`src/rtl/mul_pkg.sv`:
```
// Shared constants and types for the iterative multiply/accumulate unit.
package mul_pkg;

  localparam int unsigned MUL_WIDTH = 32;

  localparam logic [1:0] MUL_OP_MUL = 2'b00;
  localparam logic [1:0] MUL_OP_MLA = 2'b01;
  localparam logic [1:0] MUL_OP_MLS = 2'b10;

  typedef enum logic [1:0] {
    IDLE = 2'b00,
    RUN  = 2'b01,
    ACC  = 2'b10,
    DONE = 2'b11
  } mul_state_t;

endpackage

```
`src/rtl/mul_ctrl.sv`:
```
// Sequencer for mul_unit: IDLE/RUN/ACC/DONE state machine plus shift-add iteration counter.
module mul_ctrl
  import mul_pkg::*;
#(
  parameter int unsigned WIDTH = MUL_WIDTH
) (
  input  logic clk,
  input  logic reset_n,
  input  logic start,
  input  logic early_stop,
  output logic load,
  output logic step,
  output logic acc_en,
  output logic busy,
  output logic done
);

  localparam int unsigned   CW   = (WIDTH > 1) ? $clog2(WIDTH) : 1;
  localparam logic [CW-1:0] LAST = CW'(WIDTH - 1);

  mul_state_t    state, state_next;
  logic [CW-1:0] count;

  always_ff @(posedge clk or negedge reset_n) begin
    if (!reset_n) begin
      state <= IDLE;
      count <= '0;
    end else begin
      state <= state_next;
      if (load)
        count <= '0;
      else if (step)
        count <= count + CW'(1);
    end
  end

  always_comb begin
    state_next = state;
    load       = 1'b0;
    step       = 1'b0;
    acc_en     = 1'b0;
    case (state)
      IDLE: begin
        if (start) begin
          load       = 1'b1;
          state_next = RUN;
        end
      end
      RUN: begin
        step = 1'b1;
        // Leave RUN after the last step, or as soon as no multiplier bits remain.
        if (count == LAST || early_stop)
          state_next = ACC;
      end
      ACC: begin
        acc_en     = 1'b1;
        state_next = DONE;
      end
      DONE:    state_next = IDLE;
      default: state_next = IDLE;
    endcase
  end

  assign busy = (state != IDLE);
  assign done = (state == DONE);

endmodule

```
`src/rtl/mul_unit.sv`:
```
// Iterative radix-2 MUL/MLA/MLS unit; shift-add datapath and final accumulate.
// Optional `MUL_EARLY_TERM_EN: ends RUN once the remaining multiplier bits are zero.
module mul_unit
  import mul_pkg::*;
#(
  parameter int unsigned WIDTH = MUL_WIDTH
) (
  input  logic             clk,
  input  logic             reset_n,
  input  logic             start,
  input  logic [1:0]       op,
  input  logic [WIDTH-1:0] src_a,
  input  logic [WIDTH-1:0] src_b,
  input  logic [WIDTH-1:0] src_c,
  output logic             busy,
  output logic             done,
  output logic [WIDTH-1:0] result,
  output logic [1:0]       flags
);

  logic             load, step, acc_en, early_stop;
  logic [1:0]       op_q;
  logic [WIDTH-1:0] ma, mb, c_q, acc, final_val;

`ifdef MUL_EARLY_TERM_EN
  assign early_stop = ~|mb[WIDTH-1:1];
`else
  assign early_stop = 1'b0;
`endif

  mul_ctrl #(.WIDTH(WIDTH)) u_ctrl (
    .clk        (clk),
    .reset_n    (reset_n),
    .start      (start),
    .early_stop (early_stop),
    .load       (load),
    .step       (step),
    .acc_en     (acc_en),
    .busy       (busy),
    .done       (done)
  );

  // Reserved op encoding behaves as a plain multiply.
  always_comb begin
    case (op_q)
      MUL_OP_MLA: final_val = c_q + acc;
      MUL_OP_MLS: final_val = c_q - acc;
      default:    final_val = acc;
    endcase
  end

  always_ff @(posedge clk or negedge reset_n) begin
    if (!reset_n) begin
      op_q   <= '0;
      ma     <= '0;
      mb     <= '0;
      c_q    <= '0;
      acc    <= '0;
      result <= '0;
      flags  <= '0;
    end else begin
      if (load) begin
        op_q <= op;
        ma   <= src_a;
        mb   <= src_b;
        c_q  <= src_c;
        acc  <= '0;
      end else if (step) begin
        if (mb[0])
          acc <= acc + ma;
        ma <= ma << 1;
        mb <= mb >> 1;
      end
      if (acc_en) begin
        result <= final_val;
        flags  <= {final_val[WIDTH-1], final_val == '0};
      end
    end
  end

endmodule
```
`config.mk`:
```
export PLATFORM = sky130hd
export DESIGN_NAME = mul_unit
export DESIGN_NICKNAME = d
export VERILOG_FILES = /design/src/rtl/mul_pkg.sv /design/src/rtl/mul_ctrl.sv /design/src/rtl/mul_unit.sv
export SDC_FILE = /design/constraint.sdc
export NUM_CORES = 1
export LEC_CHECK = 0
export CAP_MARGIN = 10
export CORE_MARGIN = 10
export CORE_UTILIZATION = 51
export CTS_BUF_LIST = sky130_fd_sc_hd__clkbuf_16
export DETAILED_ROUTE_END_ITERATION = 10
export PLACE_DENSITY = 0.87
export SLEW_MARGIN = 40
export SYNTH_ARGS = -nofsm -noshare
export SYNTH_HDL_FRONTEND = slang
export SYNTH_SLANG_ARGS = --single-unit
```
`constraint.sdc`:
```
create_clock -name clk -period 4.3 [get_ports clk]
set_clock_uncertainty 0.2 [all_clocks]
set_input_delay 0.86 -clock clk [delete_from_list [all_inputs] [get_ports clk]]
set_output_delay 0.86 -clock clk [all_outputs]
set_load 0.1 [all_outputs]
```
==> impl_metrics.csv <==
group,metric,value,unit
yosys,syn_inst,1317,
timing,setup_ws,-0.1541,ns
placed_design,place.gp.congestion,0.9449,
timing,final.hold.worst_slack,0.2532,ns
yosys,yosys_most_used_dff,"dfrtp_1",
timing,timing.slew.headroom,0.4810,
finish,commonest_cells_after_routing_fill_and_taps_aside,"240 x nand2_1, 170 x dfrtp_1, 106 x a21oi_1",
yosys,largest_cells_by_area_after_synthesis,"dfrtp_1 37%, nand2_1 8.0%, ha_1 7.8%",
cts,cts_buffer_depth,2,
setup_path,crit_path_max_fanout,5,
drt,wl,31930,um
drt,initialDrtViolationCount,885,
worst_hold_path,holdCritPathClass,"in2async",
yosys,synth-adder-area-share,0.08172,
global_routing,grt_start_max_net_pins,84,
die,floorplan.rows,54,
yosys,syn-num-nets,1491,
timing,final_hold_vios,0,
finish,antenna_cells_inserted,0,
cts,number_of_clock_buffers_inserted_by_tritoncts,17,
finish,drive_gt1_frac,0.1671,
die,die-width,169.3,um
setup_path,data_arrival_time_at_the_worst_slack_endpoint,4.55,ns
yosys,compound_gate_fraction_of_synth_area,0.1890,
finish,mostFrequentLayoutCell,"nand2_1",
yosys,multiplexer_area_fraction_after_synthesis,0.07852,
yosys,edff_count_synth,0,
timing,fmax,224.5,MHz
yosys,synthesis.yosys.warnings,0,
cts,clkSlewWorstSetupHoldPaths,0.07,ns
placed_design,dp_cells,1758,
setup_path,cp_data_required_time,4.39,ns
timing,final-setup-viol-count,3,
yosys,synthXorXnorAreaFrac,0.06079,
global_routing,grt_antenna_before_repair,1,
die,start_util,0.5190,
die,floorplan.io_pins,137,
timing,min_period_over_period,1.036,
die,core-area,21890,um^2
finish,area_growth,26.33,%
timing,timing_max_transition_violations_final,0,
yosys,yosys.area.top_type,"dfrtp_1",
drt,ant_nets,0,
setup_path,critical_path_class,"reg2reg",
finish,fillerInstances,1739,
placed_design,hpwlAfterDp,23630,um
cts,numClockSinks,170,
yosys,yosysUniqueCellTypes,82,
timing,period_minus_slack,4.454,ns
cts,clock_tree_from_tritoncts,"built",
global_routing,grt_overflow_total,0,
die,die_area,28650,um^2
finish,nets,1681,
finish,utilization,0.6556,
yosys,post_synthesis_cell_area,11360,um^2
placed_design,placement.io_buffers,136,
global_routing,grt_pass1_vias,10510,
drt,viasPerCell,5.779,
global_routing,grt_pass1_wl,51580,um
yosys,synth_seq_area_share,0.3744,
timing,tightestPinTransition,0.7784,ns
drt,detail_route.drc_violations,0,
cts,cts_htree_levels,4,
status,failing_checks,"setup timing",
setup_path,category_of_the_worst_setup_path_launch_point,"flip-flop",
status,run_status,"finished, violations left",
placed_design,place_worst_setup_slack,-0.3533,ns
setup_path,critPathCaptureType,"flip-flop",
yosys,combinational_family_with_the_most_area_after_synthesis,"compound AO/OA/AOI/OAI gates",
cts,cts_root_buf,"clkbuf_16",
timing,rsz0062_at_grt,"true",
global_routing,grt_use_total,0.2156,
die,die_height,169.3,um
finish,layout.cells.non_filler,1800,
drt,drt_pass1_iterations,5,
yosys,synthArstFlopShare,1.000,
drt,drt-wirelength-per-cell,17.74,um
yosys,area_fraction_in_and_or_nand_and_nor_cells_after_synthesis,0.1806,
yosys,synthDominantCellAreaShare,0.3744,
cts,insertion_delay,0.44,ns
job,max-cap-violations,0,
drt,route.vias.total,10400,
yosys,yosys_register_bits,170,
yosys,synth.avg_cell_area,8.626,um^2
## Yosys cell counts, drive strengths merged, types with 11 or more instances
| master | n |
|---|---|
| o21a | 11 |
| a31oi | 20 |
| ha | 71 |
| a211oi | 13 |
| dfrtp | 170 |
| mux2i | 79 |
| nand2 | 242 |
| o21ai | 107 |
| a21o | 16 |
| and3 | 11 |
| nor2 | 91 |
| nand3 | 20 |
| o21bai | 15 |
| nor3 | 19 |
| buf | 16 |
| inv | 35 |
| a21oi | 116 |
| xor2 | 13 |
| clkbuf | 51 |
| xnor2 | 65 |
| o211ai | 13 |
## critical path, cell delays in order (launching register included)
cell and delay [ns]:
dfrtp_1 0.39, inv_2 0.09, ha_4 0.16, nand2b_4 0.05
or4_4 0.45, nor3b_4 0.24, and2_4 0.20, buf_6 0.10
a21oi_4 0.05, xnor2_2 0.15, ha_4 0.30, and4_4 0.22
and3_4 0.19, nand3_2 0.07, a21o_1 0.17, a21o_1 0.19
a21oi_2 0.20, nor3_2 0.08, or4_4 0.43, a21o_1 0.21
nand4b_1 0.11, o22ai_2 0.06
## layout make-up
class	count	area, um^2	area share
clock buffers	17	425.4	0.02964
clock inverters	15	140.1	0.009764
inverters	35	131.4	0.009154
multi-input cells	1045	7063	0.4921
flip-flops and latches	170	4254	0.2964
well taps	280	350.3	0.02441
repair buffers	238	1988	0.1385
## path summary, 6_finish.rpt
check	slack [ns]	startpoint	end	cells past startpoint
setup / recovery	-0.15	acc[0]	flags[0]	21
hold / removal	0.25	reset_n	mb[6]	1
setup reg to reg	-0.15	acc[0]	flags[0]	21
hold reg to reg	0.27	result[28]	result[28]	1
max in group asynchronous	2.58	reset_n	result[6]	2
min in group clk	0.27	result[28]	result[28]	1
## per-stage QoR
| stage | instance area (um^2) | TNS (ns) |
|---|---|---|
| after floorplan | 11380 | 0 |
| after global placement | 13540 | -0.08527 |
| after detailed placement | 13370 | -0.4420 |
| after CTS | 13990 | -0.04992 |
| after global routing | 14350 | -1.442 |
| final | 14350 | -0.2639 |
## logic make-up (layout without fill, tap and decap cells)
kind of cell    after synthesis  in the layout
simple gates                457            457
compound gates              349            349
flops                       170            170
buf+inv                     102            305
mux                          88             88
xor+xnor                     78             78
fa+ha+maj                    73             73
## layer usage
metal,track usage,part of all wire,up-vias
li1,-,-,5023
met1,0.2831,0.43,4947
met2,0.3494,0.47,386
met3,0.05002,0.082,46
met4,0.05966,0.018,0
met5,0,0,-
## registers in the layout (all words and copies together) (netlist names)
register	cells
c_q	32
result	31
mb	32
flags	2
u_ctrl.state	2
ma	32
op_q	2
acc	32
u_ctrl.count	5
## timing repair
action	4_1_cts	5_1_grt
setup endpoints to repair	4	11
pin swaps	8	33
gates cloned	0	0
hold endpoints to repair	0	0
hold buffers	0	0
gates resized for setup	11	58
setup buffers	1	10
Power is not shown: default switching activity piles up to over one toggle a cycle in this logic, so the estimate is an artifact.
